### src/rtl/movement_pkg.sv
// Shared definitions for the object movement scheduler: FSM encoding, screen
// defaults, direction-code field positions and the step-and-wrap helper.
package movement_pkg;

    localparam logic [2:0] S_IDLE   = 3'd0;
    localparam logic [2:0] S_FETCH  = 3'd1;
    localparam logic [2:0] S_STEP_X = 3'd2;
    localparam logic [2:0] S_STEP_Y = 3'd3;
    localparam logic [2:0] S_WRITE  = 3'd4;
    localparam logic [2:0] S_DONE   = 3'd5;

    localparam int DEF_SCREEN_W = 320;
    localparam int DEF_SCREEN_H = 240;

    localparam int SIGN_X   = 5;
    localparam int MAG_X_HI = 4;
    localparam int MAG_X_LO = 3;
    localparam int SIGN_Y   = 2;
    localparam int MAG_Y_HI = 1;
    localparam int MAG_Y_LO = 0;

    typedef struct packed {
        logic       active;
        logic [5:0] dir;
        logic [8:0] x;
        logic [8:0] y;
    } slot_t;

    // One pixel step with wrap; max_pos is the modulus minus one.
    function automatic logic [8:0] wrap_step(input logic [8:0] pos, input logic neg,
                                             input logic [8:0] max_pos);
        if (neg)
            return (pos == 9'd0) ? max_pos : pos - 9'd1;
        else
            return (pos == max_pos) ? 9'd0 : pos + 9'd1;
    endfunction

endpackage

### src/rtl/move_slot_file.sv
// Object slot register array: one write port, a scheduler read port and an
// asynchronous renderer read port.
module move_slot_file
    import movement_pkg::*;
#(
    parameter  int N_OBJ = 4,
    localparam int IW    = $clog2(N_OBJ)
) (
    input  logic          move_clk,
    input  logic          reset_n,
    input  logic          wr_en,
    input  logic [IW-1:0] wr_slot,
    input  slot_t         wr_data,
    input  logic [IW-1:0] sched_slot,
    output slot_t         sched_data,
    input  logic [IW-1:0] rd_slot,
    output logic          rd_active,
    output logic [8:0]    rd_x,
    output logic [8:0]    rd_y
);

    slot_t slots [N_OBJ];

    always_ff @(posedge move_clk or posedge reset_n) begin
        if (reset_n) begin
            for (int i = 0; i < N_OBJ; i++) slots[i] <= '0;
        end else if (wr_en) begin
            slots[wr_slot] <= wr_data;
        end
    end

    assign sched_data = slots[sched_slot];
    assign rd_active  = slots[rd_slot].active;
    assign rd_x       = slots[rd_slot].x;
    assign rd_y       = slots[rd_slot].y;

endmodule

### src/rtl/object_move_scheduler.sv
// Sweeps all object slots on start, stepping each active object one pixel per
// cycle with screen wrap; committed positions change only in WRITE.
module object_move_scheduler
    import movement_pkg::*;
#(
    parameter  int N_OBJ    = 4,
    parameter  int SCREEN_W = DEF_SCREEN_W,
    parameter  int SCREEN_H = DEF_SCREEN_H,
    localparam int IW       = $clog2(N_OBJ)
) (
    input  logic          move_clk,
    input  logic          reset_n,
    input  logic          start,
    input  logic          ld_valid,
    output logic          ld_ready,
    input  logic [IW-1:0] ld_slot,
    input  logic          ld_active,
    input  logic [5:0]    ld_dir,
    input  logic [8:0]    ld_x,
    input  logic [8:0]    ld_y,
    input  logic [IW-1:0] rd_slot,
    output logic [8:0]    rd_x,
    output logic [8:0]    rd_y,
    output logic          rd_active,
    output logic          busy,
    output logic          done
);

    localparam logic [8:0] X_MAX = 9'(SCREEN_W - 1);
    localparam logic [8:0] Y_MAX = 9'(SCREEN_H - 1);

    logic [2:0]    state, next_state;
    logic [IW-1:0] idx;
    logic [8:0]    wx, wy;
    logic [1:0]    cx, cy;
    logic [5:0]    wdir;
    slot_t         cur, wr_data;
    logic          wr_en;
    logic [IW-1:0] wr_slot;
    logic          last;
    logic [8:0]    ld_x_clamped, ld_y_clamped;

    assign last         = (idx == IW'(N_OBJ - 1));
    assign ld_x_clamped = (ld_x > X_MAX) ? X_MAX : ld_x;
    assign ld_y_clamped = (ld_y > Y_MAX) ? Y_MAX : ld_y;

    move_slot_file #(.N_OBJ(N_OBJ)) u_slots (
        .move_clk  (move_clk),
        .reset_n   (reset_n),
        .wr_en     (wr_en),
        .wr_slot   (wr_slot),
        .wr_data   (wr_data),
        .sched_slot(idx),
        .sched_data(cur),
        .rd_slot   (rd_slot),
        .rd_active (rd_active),
        .rd_x      (rd_x),
        .rd_y      (rd_y)
    );

    always_ff @(posedge move_clk or posedge reset_n) begin
        if (reset_n) state <= S_IDLE;
        else         state <= next_state;
    end

    always_comb begin
        next_state = state;
        case (state)
            S_IDLE:   if (start) next_state = S_FETCH;
            S_FETCH: begin
                if (!cur.active)                            next_state = last ? S_DONE : S_FETCH;
                else if (cur.dir[MAG_X_HI:MAG_X_LO] != 2'd0) next_state = S_STEP_X;
                else if (cur.dir[MAG_Y_HI:MAG_Y_LO] != 2'd0) next_state = S_STEP_Y;
                else                                        next_state = S_WRITE;
            end
            S_STEP_X: begin
                if (cx != 2'd1)      next_state = S_STEP_X;
                else if (cy != 2'd0) next_state = S_STEP_Y;
                else                 next_state = S_WRITE;
            end
            S_STEP_Y: next_state = (cy != 2'd1) ? S_STEP_Y : S_WRITE;
            S_WRITE:  next_state = last ? S_DONE : S_FETCH;
            S_DONE:   next_state = S_IDLE;
            default:  next_state = S_IDLE;
        endcase
    end

    // Load and commit share the write port; load is only possible in IDLE.
    always_comb begin
        busy     = (state != S_IDLE);
        ld_ready = (state == S_IDLE);
        done     = (state == S_DONE);
        wr_en    = 1'b0;
        wr_slot  = ld_slot;
        wr_data  = '{active: ld_active, dir: ld_dir, x: ld_x_clamped, y: ld_y_clamped};
        if (state == S_IDLE) begin
            wr_en = ld_valid;
        end else if (state == S_WRITE) begin
            wr_en   = 1'b1;
            wr_slot = idx;
            wr_data = '{active: 1'b1, dir: wdir, x: wx, y: wy};
        end
    end

    always_ff @(posedge move_clk or posedge reset_n) begin
        if (reset_n) begin
            idx  <= '0;
            wx   <= '0;
            wy   <= '0;
            cx   <= '0;
            cy   <= '0;
            wdir <= '0;
        end else begin
            case (state)
                S_IDLE: if (start) idx <= '0;
                S_FETCH: begin
                    wx   <= cur.x;
                    wy   <= cur.y;
                    wdir <= cur.dir;
                    cx   <= cur.dir[MAG_X_HI:MAG_X_LO];
                    cy   <= cur.dir[MAG_Y_HI:MAG_Y_LO];
                    if (!cur.active && !last) idx <= idx + 1'b1;
                end
                S_STEP_X: begin
                    wx <= wrap_step(wx, wdir[SIGN_X], X_MAX);
                    cx <= cx - 2'd1;
                end
                S_STEP_Y: begin
                    wy <= wrap_step(wy, wdir[SIGN_Y], Y_MAX);
                    cy <= cy - 2'd1;
                end
                S_WRITE: if (!last) idx <= idx + 1'b1;
                default: ;
            endcase
        end
    end

endmodule

### config.mk
export PLATFORM = sky130hd
export DESIGN_NAME = object_move_scheduler
export DESIGN_NICKNAME = d
export VERILOG_FILES = /design/src/rtl/movement_pkg.sv /design/src/rtl/move_slot_file.sv /design/src/rtl/object_move_scheduler.sv
export SDC_FILE = /design/constraint.sdc
export NUM_CORES = 1
export LEC_CHECK = 0
export ABC_AREA = 1
export BUFFER_PORTS_ARGS = -buffer_cell sky130_fd_sc_hd__clkbuf_2
export CORE_MARGIN = 3
export CORE_UTILIZATION = 55
export CTS_BUF_LIST = sky130_fd_sc_hd__clkbuf_8
export DETAILED_ROUTE_END_ITERATION = 8
export GPL_ROUTABILITY_DRIVEN = 0
export GPL_TIMING_DRIVEN = 0
export PLACE_DENSITY_LB_ADDON = 0.2
export SLEW_MARGIN = 20
export SYNTH_ARGS = -nofsm -noshare
export SYNTH_HDL_FRONTEND = slang
export SYNTH_HIERARCHICAL = 1
export SYNTH_SLANG_ARGS = --single-unit
### constraint.sdc
create_clock -name move_clk -period 2.9 [get_ports move_clk]
set_input_delay 0.435 -clock move_clk [delete_from_list [all_inputs] [get_ports move_clk]]
set_output_delay 0.435 -clock move_clk [all_outputs]
set_load 0.02 [all_outputs]
==> results.txt, run 1 <==
The run finished with clean final reports. Synthesis produced a netlist whose cell count is around 1.4k. The via count is 9,246.

Setup total negative slack on the finished layout was measured at 0 ns. The worst setup path is of the reg2reg kind. STA classifies the critical path endpoint as a flip-flop.

Setup violations remaining at the end of the flow were counted as 0. Entering global routing, the biggest net connects 34 pins. For this run, asynchronously set or reset flops after synthesis account for between 90% and 100%.

The clock edge transition at the registers on the reported setup and hold paths came out at 0.08 ns. For this run, the register share of the synthesized area comes to between 30 and 40%. The total grt overflow is 0.

Among all cell types in the netlist, the one instantiated most often is sky130_fd_sc_hd__nand2_1. The number of cell rows came out at 45. Clock skew on the completed layout was measured at between 0.01 and 0.015 ns.

The count of hold buffers inserted by post-cts repair came out at 0. The count of filler cells inserted in the layout is roughly 1.5k. The routed wire length is 28.4 mm.

The startpoint identified for the worst register-to-register timing path is state[1]$_DFFE_PP0N_. The net switching share of the total power came out at between 40% and 50%. The number of library cell types mapped by synthesis is 39. Setup repair after global routing left no endpoint under its margin. The highest-delay cell along the critical path is sky130_fd_sc_hd__buf_1. The critical path's largest stage delay is ~0.48 ns. The source of the critical timing path is state[1]$_DFFE_PP0N_. In this run the tightest slew margin relative to its limit is 39.1%. Dividing the detail-routed via count by the number of cells gives approximately 5.6. The capture point of the worst reg-to-reg path is u_slots/slots[57]$_DFFE_PP0P_. STA classifies the critical path startpoint as a flip-flop. The area growth from synthesis to final layout came out at 10.8%.

Combinational cells account for between 50% and 60% of the total power. The top cell type by area accounts for between 30 and 40% of the synthesized area. The floorplan die height is approximately 130 um. VDD sags by at most between 400 and 500 uV.

The number of search-and-repair iterations in the first detailed-routing pass came out at 8. The post-cts resize count is 0. Of all nets on the critical path, the largest fanout is 10.

For this run, the number of Yosys warnings is 6. The minimum period implied by the final worst setup slack came out at approximately 2.5 ns. The critical path's most frequent cell is sky130_fd_sc_hd__nand2_1.

The starting density of the core is 57.4%. Yosys attributes the largest share of cell area to sky130_fd_sc_hd__dfrtp_1, sky130_fd_sc_hd__nand2_1, sky130_fd_sc_hd__nand3_1. The required time reported for the critical path endpoint is between 3 and 4 ns.

Global routing used roughly 32% of the available tracks. The count of unresolved DRC violations after routing came out at 0. The fraction of final layout cells sized beyond drive strength 1 is a little over an eighth. The reported leakage power came out at approximately 5.6 nW. The transition time at the pin with the least slew margin came out at 0.904 ns. After synthesis, the most frequently instantiated cells are sky130_fd_sc_hd__nand2_1, sky130_fd_sc_hd__inv_1, sky130_fd_sc_hd__nand3_1, sky130_fd_sc_hd__dfrtp_1, sky130_fd_sc_hd__o21ai_0. The ratio of final minimum period to clock period came out at between 80 and 90%. In this run the worst hold path is classified as in2async.

The portion of total power attributed to the clock network is between 10% and 20%. The antenna diode instance count is 0. The average footprint of a synthesized cell came out at 6.58 sq um. At the end of the flow the core is filled with cells to 63.7%.

The final layout net count came out at between 1k and 1.5k. The number of cells on the worst reg-to-reg path is 11. The remaining antenna violation count after routing is 0. The final max-slew violation count came to 0. For the worst setup path, the data arrival time is roughly 2.9 ns. At the later pin of the worst-skew pair, clock insertion delay measures 0.46 ns. The internal power contribution is around 5.2 mW. The area of the die came out at 17,700 sq um. The maximum clock path buffer count came out at 2. The number of synthesized flops with an enable pin came out at 0. The analysis attributes to net switching a power of roughly 5 mW. The cell at the root of the clock tree is sky130_fd_sc_hd__clkbuf_8. The core footprint is around 15,000 sq um. The worst setup slack for register-to-register paths came out at 0.38 ns. The total half-perimeter wirelength after legalization and detailed placement came out at slightly above 20 mm. The part of the power in registers came out at 32.0%. The H-tree depth reported by CTS came out at 4. The critical path contains buffers and inverters numbering 5 combined. The power per standard cell area came out at 1040 nW/um^2.

The logic depth of the worst setup path including buffers is 11. The total nets after synthesis is between 1k and 1.5k. Walking the worst path, the cells encountered are buf_6 > nor2_4 > nand2_1 > buf_4 > clkbuf_2 > nand2_1 > o21ai_0 > inv_2 > buf_1 > nand4_1 > nand2_1.

The combined area of all synthesized cells came out at 8890 sq um. The die width is roughly 130 um. The DRC marker count from the first detailed-route iteration is roughly 1.2k. The most used flip-flop cell after synthesis is sky130_fd_sc_hd__dfrtp_1. The number of global-route vias before repair was 8,456. The clock tree from TritonCTS is yes.

The fmax is roughly 400 MHz. The clock net in this run drives a total of about 130 sinks. The max capacitance violation total is 0.

The critical path capture point is u_slots/slots[57]$_DFFE_PP0P_. The dominant delay contributor by cell family on the critical path is buffers and inverters. The count of input and output buffers is 54. The number of CTS-inserted buffers came out at 17.

The cell taking the most area after synthesis is sky130_fd_sc_hd__dfrtp_1. The number of hold violations in the final report is 0. The total setup buffers inserted after CTS came out at 0.

55 I/O pins were placed. The wire length of the first global-routing pass is 45.0 mm. In the final routed layout, each cell accounts on average for ~17 um.

The initial antenna violation count came out at 0. The count of state elements after synthesis is roughly 130.
how the worst min path moves through the flow:
| stage | startpoint | to | slack, ns | cells after the start |
|---|---|---|---|---|
| 5_1_grt | reset_n | u_slots/slots[21]$_DFFE_PP0P_ | 0.04 | 2 |
| 6_report | reset_n | u_slots/slots[21]$_DFFE_PP0P_ | 0.03 | 2 |
| 4_1_cts | reset_n | u_slots/slots[21]$_DFFE_PP0P_ | 0.02 | 2 |
| 3_3_place_gp | u_slots/slots[84]$_DFFE_PP0P_ | u_slots/slots[84]$_DFFE_PP0P_ | 0.45 | 2 |
| 2_1_floorplan | u_slots/slots[25]$_DFFE_PP0P_ | u_slots/slots[25]$_DFFE_PP0P_ | 0.44 | 2 |
| 3_5_place_dp | u_slots/slots[84]$_DFFE_PP0P_ | u_slots/slots[84]$_DFFE_PP0P_ | 0.46 | 2 |
power by group through the flow:
stage | logic (mW) | registers [mW] | clock network, mW
2_1_floorplan | 4.00 | 3.15 | 0
3_3_place_gp | 5.22 | 3.26 | 0
3_5_place_dp | 5.34 | 3.28 | 0
4_1_cts | 5.38 | 3.26 | 1.50
5_1_grt | 6.13 | 3.38 | 1.58
6_report | 5.48 | 3.27 | 1.48
cell type report:
type	instances	area, sq um	share of cell area (%)
Buffer	74	462	4.68
Clock buffer	23	317	3.21
Clock inverter	8	48.8	0.495
Inverter	188	712	7.22
Multi-Input combinational cell	956	4390	44.6
Sequential cell	133	3330	33.8
Tap cell	211	264	2.68
Timing Repair Buffer	57	330	3.35
cells by family (layout without fill, tap and decap cells):
family | after synthesis | count (layout) | synth area share (%)
compound gates | 119 | 119 | 7.60
xor+xnor | 6 | 6 | 0.591
flops | 133 | 133 | 37.4
simple gates | 823 | 823 | 40.1
fa+ha+maj | 8 | 8 | 1.13
buf+inv | 262 | 350 | 13.2
stage by stage:
stage / setup slack, ns / power [mW] / hold WS (ns) / instances / instance area (sq um)
2_1_floorplan: 0.959 / 7.14 / 0.442 / 1351 / 8900
3_3_place_gp: 0.492 / 8.48 / 0.453 / 1616 / 9430
3_5_place_dp: 0.473 / 8.62 / 0.458 / 1619 / 9490
4_1_cts: 0.454 / 10.1 / 0.0163 / 1650 / 9860
5_1_grt: 0.159 / 11.1 / 0.0384 / 1650 / 9860
6_report: 0.382 / 10.2 / 0.0297 / 1650 / 9860
routing by layer:
layer  up-vias  GRT usage [%]  wire length (um)
met5         -              0                 0
met4         0           14.0              1180
met3        86           6.16              2740
met2       523           49.8             12600
met1      4241           45.2             11800
li1       4396              -                 -
cell usage in the layout, fill, tap and decap left out, types with 2 or more instances in the layout:
cell	count
sky130_fd_sc_hd__nor2_1	45
sky130_fd_sc_hd__inv_1	175
sky130_fd_sc_hd__clkbuf_1	8
sky130_fd_sc_hd__dfrtp_1	133
sky130_fd_sc_hd__inv_2	9
sky130_fd_sc_hd__clkinvlp_4	3
sky130_fd_sc_hd__nand4_1	52
sky130_fd_sc_hd__or2_2	3
sky130_fd_sc_hd__buf_6	12
sky130_fd_sc_hd__clkbuf_2	56
sky130_fd_sc_hd__nor2_2	7
sky130_fd_sc_hd__nand3_4	4
sky130_fd_sc_hd__o21ai_2	6
sky130_fd_sc_hd__a21oi_1	9
sky130_fd_sc_hd__o211ai_1	5
sky130_fd_sc_hd__o221ai_1	2
sky130_fd_sc_hd__buf_12	3
sky130_fd_sc_hd__nand2_2	5
sky130_fd_sc_hd__ha_1	8
sky130_fd_sc_hd__nor3_1	3
sky130_fd_sc_hd__o21a_1	6
sky130_fd_sc_hd__o21ai_1	23
sky130_fd_sc_hd__a31oi_1	2
sky130_fd_sc_hd__buf_4	13
sky130_fd_sc_hd__clkbuf_8	23
sky130_fd_sc_hd__buf_2	34
sky130_fd_sc_hd__a22oi_1	5
sky130_fd_sc_hd__clkinv_2	5
sky130_fd_sc_hd__nand3_1	150
sky130_fd_sc_hd__xor2_1	5
sky130_fd_sc_hd__nand2_1	546
sky130_fd_sc_hd__o21ai_0	60
sky130_fd_sc_hd__nand2_4	2
sky130_fd_sc_hd__clkinv_1	2
sky130_fd_sc_hd__buf_1	5
sky130_fd_sc_hd__nor2_4	2
registers in the layout, summed over array words and instances, names as in the netlist:
register       flops
cx                 2
cy                 2
idx                2
state              3
u_slots/slots    100
wdir               6
wx                 9
wy                 9
(Power assumes the default switching activity.)
==> run 2, diff against run 1 <==
==> constraint.sdc (replaced) <==
create_clock -name move_clk -period 2.2 [get_ports move_clk]
set_input_delay 0.33 -clock move_clk [delete_from_list [all_inputs] [get_ports move_clk]]
set_output_delay 0.33 -clock move_clk [all_outputs]
set_load 0.02 [all_outputs]
==> results.txt, run 2 (synthesized netlist as in run 1, its figures left out) <==
Setup repair after global routing could not meet its margin everywhere. The area of the die was 17,700 sq um (unchanged). The average wire per cell in the routed design is 17.2 um (+0.34%). The starting density of the core is 57.4% (unchanged). The routed wire length is 28.5 mm (+0.59%).

The total negative setup slack is 0 ns (unchanged). The wire length of the first global-routing pass came out at 45.0 mm (about the same). The largest fanout on the critical path came out at 10 (unchanged). The final layout net count is 1,472 (+0.27%). The antenna diode instance count was 0 (unchanged). The final max-slew violation count came out at 0 (unchanged). The number of I/O pins came out at 55 (unchanged). The remaining max-slew budget at the tightest pin came to 46.3% (+7.2 points).

Among all stages on the critical path, the largest delay is contributed by sky130_fd_sc_hd__o21ai_0. The source-to-sink clock delay at the later pin of the worst-skew pair is 0.47 ns (about the same). The number of CTS-inserted buffers came out at 17 (unchanged). The worst hold path begins at start. The die width is 133 um (unchanged). The number of search-and-repair iterations in the first detailed-routing pass is 5 (-3). The floorplan die height came out at 133 um (unchanged).

The reported leakage power was 5.61 nW (+0.74%). TritonCTS built the clock tree. The number of global-route vias before repair is 8,469 (+0.15%).

The final cell count without fillers came to 1,654 (+0.24%). The largest voltage drop on the vdd net came out at 627 uV (+30%). The cell count of the worst hold path came out at 3. The final number of setup-violating endpoints is 0 (unchanged). The H-tree depth reported by CTS is 4 (unchanged). The fmax came out at 465 MHz (+17%). The final worst clock skew came to 0.0103 ns (-0.000261 ns). The transition time at the pin with the least slew margin came out at 0.797 ns (-0.107 ns). The via count is 9,245 (-0.011%). Leaving out fill and tap cells, the most frequent cell in the layout is sky130_fd_sc_hd__nand2_1. The number of cell rows is 45 (unchanged). The largest net degree at the start of global routing is 34 (unchanged). The total half-perimeter wirelength after legalization and detailed placement is 20.4 mm (unchanged). The count of filler cells inserted in the layout is 1,463 (-0.20%). The classification of the worst setup path is reg2reg.

The area growth from synthesis to final layout is 11.6%. The core footprint came to 15,500 sq um (unchanged). The DRC marker count from the first detailed-route iteration came out at 1,193 (-0.084%).

In the final layout, the registers with the most flip-flops are u_slots/slots: 100 flops, wx: 9 flops, wy: 9 flops. The fraction of final layout cells sized beyond drive strength 1 was 14.1% (+0.66 points). The max capacitance violation total came out at 0 (unchanged). The count of unresolved DRC violations after routing is 0 (unchanged). The total clock sinks is 133 (unchanged). The ratio of final minimum period to clock period came out at 97.8% (+11 points). The number of hold violations in the final report came out at 0 (unchanged). The total grt overflow is 0 (unchanged).

The core utilization of the finished layout was 64.1% (+0.44 points). The critical path goes through buf_6 > nor2_4 > nand2_1 > buf_6 > clkbuf_2 > o21ai_0 > nand4_1 > nand2_1. The arrival time at the worst endpoint came out at 2.56 ns (-0.35 ns).

The worst register-to-register path ends at u_slots/slots[34]$_DFFE_PP0P_. The number of cells traversed by the worst register-to-register path is 8 (-3). The initial antenna violation count came to 0 (unchanged). The instance count after placement with tap cells included is 1,619 (unchanged). The worst setup slack for register-to-register paths came out at 0.05 ns (-0.33 ns). Leaving out fill and tap cells, the most frequent cells in the layout are sky130_fd_sc_hd__nand2_1, sky130_fd_sc_hd__inv_1, sky130_fd_sc_hd__nand3_1, sky130_fd_sc_hd__dfrtp_1, sky130_fd_sc_hd__clkbuf_2. Clock tree synthesis selected as its root buffer the cell sky130_fd_sc_hd__clkbuf_8.

The power per standard cell area is 1360 nW/um^2 (+31%). The worst setup path is captured at a flip-flop. The remaining antenna violation count after routing is 0 (unchanged). The maximum clock path buffer count was 2 (unchanged). The worst hold path terminates at state[0]$_DFFE_PP0N_. The worst setup path is launched from a flip-flop. The flow ran to the end, and the final reports show no timing, DRC or antenna violations. The number of flip-flops under the largest register name came out at 100 (unchanged). Ranked by flip-flop count, first place goes to u_slots/slots. The required time reported for the critical path endpoint was 2.60 ns (-0.69 ns).

The clock edge transition at the registers on the reported setup and hold paths is 0.07 ns (about the same). The total power was 13.5 mW (+32%). The count of input and output buffers came out at 54 (unchanged). The overall fraction of global-route tracks in use came out at 32.5% (about the same).

The worst register-to-register path begins at state[1]$_DFFE_PP0N_. The critical path's largest stage delay came out at 0.69 ns (+0.21 ns). The footprint of the flip-flops and latches is 3330 sq um (unchanged). The average vias per placed instance is 5.59 (-0.25%).

The area occupied by multi-input gates is 4410 sq um (+0.40%). The minimum period implied by the final worst setup slack is 2.15 ns (-0.365 ns). The min-delay analysis places its worst path in the category in2reg.
-- run 2: cell count changes in the layout (fill, tap and decap cells not counted), sizes merged --
cell	change
clkbuf	+3
dlygate4sd3	+1
-- run 2: worst max path at each step --
stage | depth (start not counted) | start | to | slack, ns
2_1_floorplan | 11 | state[1]$_DFFE_PP0N_ | u_slots/slots[0]$_DFFE_PP0P_ | 0.26
3_3_place_gp | 11 | state[1]$_DFFE_PP0N_ | u_slots/slots[55]$_DFFE_PP0P_ | -0.21
3_5_place_dp | 11 | state[1]$_DFFE_PP0N_ | u_slots/slots[51]$_DFFE_PP0P_ | -0.23
4_1_cts | 12 | state[1]$_DFFE_PP0N_ | u_slots/slots[0]$_DFFE_PP0P_ | 0.03
5_1_grt | 8 | state[1]$_DFFE_PP0N_ | u_slots/slots[34]$_DFFE_PP0P_ | -0.04
6_report | 8 | state[1]$_DFFE_PP0N_ | u_slots/slots[34]$_DFFE_PP0P_ | 0.05
-- run 2: power breakdown --
| group | switching [mW] | total (mW) | internal, mW | leakage (nW) |
|---|---|---|---|---|
| logic | 4.88 | 7.27 | 2.39 | 3.77 |
| registers | 0.735 | 4.32 | 3.58 | 1.66 |
| clock network | 1.01 | 1.96 | 0.945 | 0.189 |
| total | 6.63 | 13.5 | 6.92 | 5.61 |
-- run 2: worst max-delay path: cells and delay by family (launching register included) --
kind	cells	cell delay, ns
AOI/OAI and AO/OA	1	0.69
and+or+nand+nor	4	0.48
DFF	1	0.38
buffers and inverters	3	0.54
-- run 2: final cells by class --
type                    instances  share of cell area, %
well taps                     211                   2.66
repair buffers                 61                   3.66
inverters                     188                   7.17
multi-input cells             956                   44.5
clock buffers                  23                   3.19
clock inverters                 8                  0.492
flip-flops and latches        133                   33.5
plain buffers                  74                   4.84
-- run 2: metrics by stage --
step	hold WS [ns]	setup WS [ns]	cell area, sq um
CTS	0.0983	0.0259	9890
global route	0.114	-0.0412	9920
detailed placement	0.413	-0.227	9490
floorplan	0.442	0.259	8900
finish	0.123	0.0477	9920
global placement	0.453	-0.208	9430
-- run 2: per-layer routing --
| layer | track usage [%] | share of wire (%) | routed length, um | vias to the layer above |
|---|---|---|---|---|
| met1 | 45.1 | 42 | 12000 | 4263 |
| met3 | 6.16 | 9.4 | 2680 | 83 |
| li1 | - | - | - | 4400 |
| met2 | 50.0 | 45 | 12800 | 499 |
| met4 | 14.1 | 4.0 | 1130 | 0 |
| met5 | 0 | 0 | 0 | - |
-- run 2: what timing repair did --
item | in CTS | in global routing
hold buffers | 1 | 0
buffers inserted | 2 | 1
resized for setup | 7 | 15
setup endpoints to repair | 89 | 94
pin swaps | 1 | 0
endpoints found under the hold margin | 19 | 0
==> run 3, diff against run 2 <==
--- a/config.mk
+++ b/config.mk
@@ -14,7 +14,8 @@
 export GPL_ROUTABILITY_DRIVEN = 0
 export GPL_TIMING_DRIVEN = 0
 export PLACE_DENSITY_LB_ADDON = 0.2
-export SLEW_MARGIN = 20
+export RECOVER_POWER = 50
+export SLEW_MARGIN = 10
 export SYNTH_ARGS = -nofsm -noshare
 export SYNTH_HDL_FRONTEND = slang
 export SYNTH_HIERARCHICAL = 1
==> results.txt, run 3 (synthesized netlist as in run 1, its figures left out) <==
The instance count after placement with tap cells included came out at 1,618 (-0.062%). The worst slack at placement came to -0.218 ns (+0.00902 ns). The clock tree from TritonCTS is yes. The remaining max-slew budget at the tightest pin is 8.66% (-38 points). The worst setup slack for register-to-register paths is 0.09 ns (+0.04 ns).

The routed wire length is 28.6 mm (+0.35%). The kind of end point of the critical path is a flip-flop. The DRC marker count from the first detailed-route iteration came out at 1,245 (+4.4%). The largest voltage drop on the vdd net is 618 uV (-1.4%). The maximum clock path buffer count came out at 2 (unchanged). The clock edge transition at the registers on the reported setup and hold paths came out at 0.07 ns (about the same).

The count of input and output buffers is 54 (unchanged). The number of hold violations in the final report is 0 (unchanged). The post-layout instance area came to 9960 sq um (+0.34%). The final cell count without fillers was 1,658 (+0.24%).

The endpoint of the worst hold path is state[0]$_DFFE_PP0N_. The required time reported for the critical path endpoint came out at 2.60 ns (about the same). The count of unresolved DRC violations after routing is 0 (unchanged). The arrival time at the worst endpoint was 2.51 ns (-0.05 ns). The dominant delay contributor by cell family on the critical path is compound AO/OA/AOI/OAI gates. The count of filler cells inserted in the layout is 1,447 (-1.1%). The largest registers in the layout are u_slots/slots: 100 flops, wx: 9 flops, wy: 9 flops.

The number of global-route vias before repair is 8,519 (+0.59%). The leading cell type in the layout, fill and taps excluded is sky130_fd_sc_hd__nand2_1. The core footprint was 15,500 sq um (unchanged). The cell at the root of the clock tree is sky130_fd_sc_hd__clkbuf_8. The average wire per cell in the routed design is 17.3 um (+0.11%).

The power per standard cell area came out at 1390 nW/um^2 (+1.7%). The worst reg2reg path startpoint is state[1]$_DFFE_PP0N_. The worst setup path is launched from a flip-flop. The number of buffer and inverter instances along the worst setup path came to 3 (unchanged).

The via count is 9,303 (+0.63%). The antenna diode instance count is 0 (unchanged). The number of search-and-repair iterations in the first detailed-routing pass came out at 5 (unchanged).

The cell area after placement is 9470 sq um (-0.21%). The final layout net count came out at 1,475 (+0.20%). The source-to-sink clock delay at the later pin of the worst-skew pair came to 0.46 ns (about the same).

The number of CTS-inserted buffers was 17 (unchanged). The fmax came out at 474 MHz (+2.0%). The H-tree depth reported by CTS is 4 (unchanged). The number of cells traversed by the worst register-to-register path came out at 8 (unchanged). The transition time at the pin with the least slew margin was 1.37 ns (+0.572 ns). The initial antenna violation count came out at 0 (unchanged). The number of I/O pins is 55 (unchanged).

The wire length of the first global-routing pass came out at 44.7 mm (-0.60%). The fraction of final layout cells sized beyond drive strength 1 is 14.1% (+0.030 points). The worst hold margin came out at 0.126 ns (+0.00291 ns). By startpoint and endpoint, the worst setup path is classified as reg2reg. In this run the critical register-to-register path is captured at u_slots/slots[59]$_DFFE_PP0P_. The ratio of final minimum period to clock period was 95.9% (-1.9 points). The cell count of the worst hold path came out at 3 (unchanged). Setup repair after global routing left no endpoint under its margin. The final number of setup-violating endpoints came out at 0 (unchanged). The largest net degree at the start of global routing is 38 (+12%). The total clock sinks is 133 (unchanged). The critical path's largest stage delay came to 0.68 ns (about the same). The floorplan die height is 133 um (unchanged). The worst setup margin is 0.0902 ns (+0.0425 ns). The largest fanout on the critical path is 10 (unchanged). The remaining antenna violation count after routing is 0 (unchanged). The max capacitance violation total came out at 0 (unchanged).

The final worst clock skew is 0.00752 ns (-0.00276 ns). Walking the worst path, the cells encountered are buf_6 > nor2_4 > nand2_2 > buf_6 > clkbuf_2 > o21ai_0 > nand4_1 > nand2_1. The run finished with clean final reports. The minimum period implied by the final worst setup slack is 2.11 ns (-0.0425 ns). The number of cell rows was 45 (unchanged). The area of the die came out at 17,700 sq um (unchanged).

The startpoint identified for the worst hold timing path is start. More flip-flops sit in one register than any other, and that register is u_slots/slots. For this design, the slowest cell found on the critical path is sky130_fd_sc_hd__o21ai_0.

The reported leakage power came out at 5.65 nW (+0.61%). The total power is 13.8 mW (+2.0%). The average vias per placed instance came out at 5.61 (+0.38%). The overall fraction of global-route tracks in use is 32.4% (-0.13 points).

The starting density of the core is 57.4% (unchanged). The number of flip-flops under the largest register name came out at 100 (unchanged). The tightest min-delay check is of the in2reg type. The total grt overflow is 0 (unchanged). The final max-slew violation count is 0 (unchanged).

The die width came to 133 um (unchanged). The total negative setup slack came out at 0 ns (unchanged). In this run the worst setup path begins at state[1]$_DFFE_PP0N_. The core utilization of the finished layout is 64.3% (+0.22 points). The area growth from synthesis to layout is 12.0%.

Leaving out fill and tap cells, the most frequent cells in the layout are sky130_fd_sc_hd__nand2_1, sky130_fd_sc_hd__inv_1, sky130_fd_sc_hd__nand3_1, sky130_fd_sc_hd__dfrtp_1, sky130_fd_sc_hd__clkbuf_2. The total half-perimeter wirelength after legalization and detailed placement is 20.4 mm (+0.13%). The critical path's most frequent cell is sky130_fd_sc_hd__buf_6.
run 3: changes by cell type in the layout (fill, tap and decap cells not counted), moves of 2 or more:
| cell | previous run | this run |
|---|---|---|
| sky130_fd_sc_hd__inv_1 | 175 | 179 |
| sky130_fd_sc_hd__buf_12 | 3 | 0 |
| sky130_fd_sc_hd__buf_4 | 16 | 19 |
| sky130_fd_sc_hd__bufinv_16 | 0 | 3 |
| sky130_fd_sc_hd__buf_2 | 33 | 35 |
| sky130_fd_sc_hd__clkbuf_8 | 23 | 21 |
| sky130_fd_sc_hd__clkinv_2 | 5 | 3 |
| sky130_fd_sc_hd__clkinvlp_4 | 3 | 1 |
run 3: cell type report:
cell class,instances,area [sq um],share of cell area (%)
clock buffer,21,289,2.90
inverter,188,709,7.12
multi-input combinational,956,4410,44.3
timing repair buffer,64,344,3.46
clock inverter,11,133,1.33
sequential,133,3330,33.4
buffer,74,477,4.79
tap,211,264,2.65
run 3: worst max path at each step:
stage / slack, ns / to / depth (start not counted)
floorplan: 0.26 / u_slots/slots[0]$_DFFE_PP0P_ / 11
global placement: -0.21 / u_slots/slots[55]$_DFFE_PP0P_ / 11
detailed placement: -0.22 / u_slots/slots[51]$_DFFE_PP0P_ / 11
CTS: 0.02 / u_slots/slots[76]$_DFFE_PP0P_ / 13
global route: 0.01 / u_slots/slots[86]$_DFFE_PP0P_ / 13
finish: 0.09 / u_slots/slots[59]$_DFFE_PP0P_ / 8
run 3: repair_timing:
action,4_1_cts,5_1_grt
gates cloned,0,1
pin swaps,1,1
gates resized for setup,7,15
endpoints found under the hold margin,27,0
hold buffers,1,0
setup endpoints to repair,95,91
setup buffers,0,6
run 3: worst register-to-register path: stages, from the launching register on:
cell and delay [ns]:
sky130_fd_sc_hd__dfrtp_1 0.37, sky130_fd_sc_hd__buf_6 0.14, sky130_fd_sc_hd__nor2_4 0.12, sky130_fd_sc_hd__nand2_2 0.08, sky130_fd_sc_hd__buf_6 0.16, sky130_fd_sc_hd__clkbuf_2 0.23
sky130_fd_sc_hd__o21ai_0 0.68, sky130_fd_sc_hd__nand4_1 0.16, sky130_fd_sc_hd__nand2_1 0.11
run 3: per-layer routing:
layer,GRT usage (%),vias up,routed length (um)
met1,44.4,4260,11600
met5,0,-,0
li1,-,4409,-
met2,49.9,523,12800
met3,5.44,111,2820
met4,16.3,0,1410
run 3: report_power, final:
group          leakage (nW)  switching (mW)  internal [mW]
registers              1.66           0.732           3.58
clock network         0.225           0.995           1.23
logic                  3.76            4.89           2.39
total                  5.65            6.62           7.20
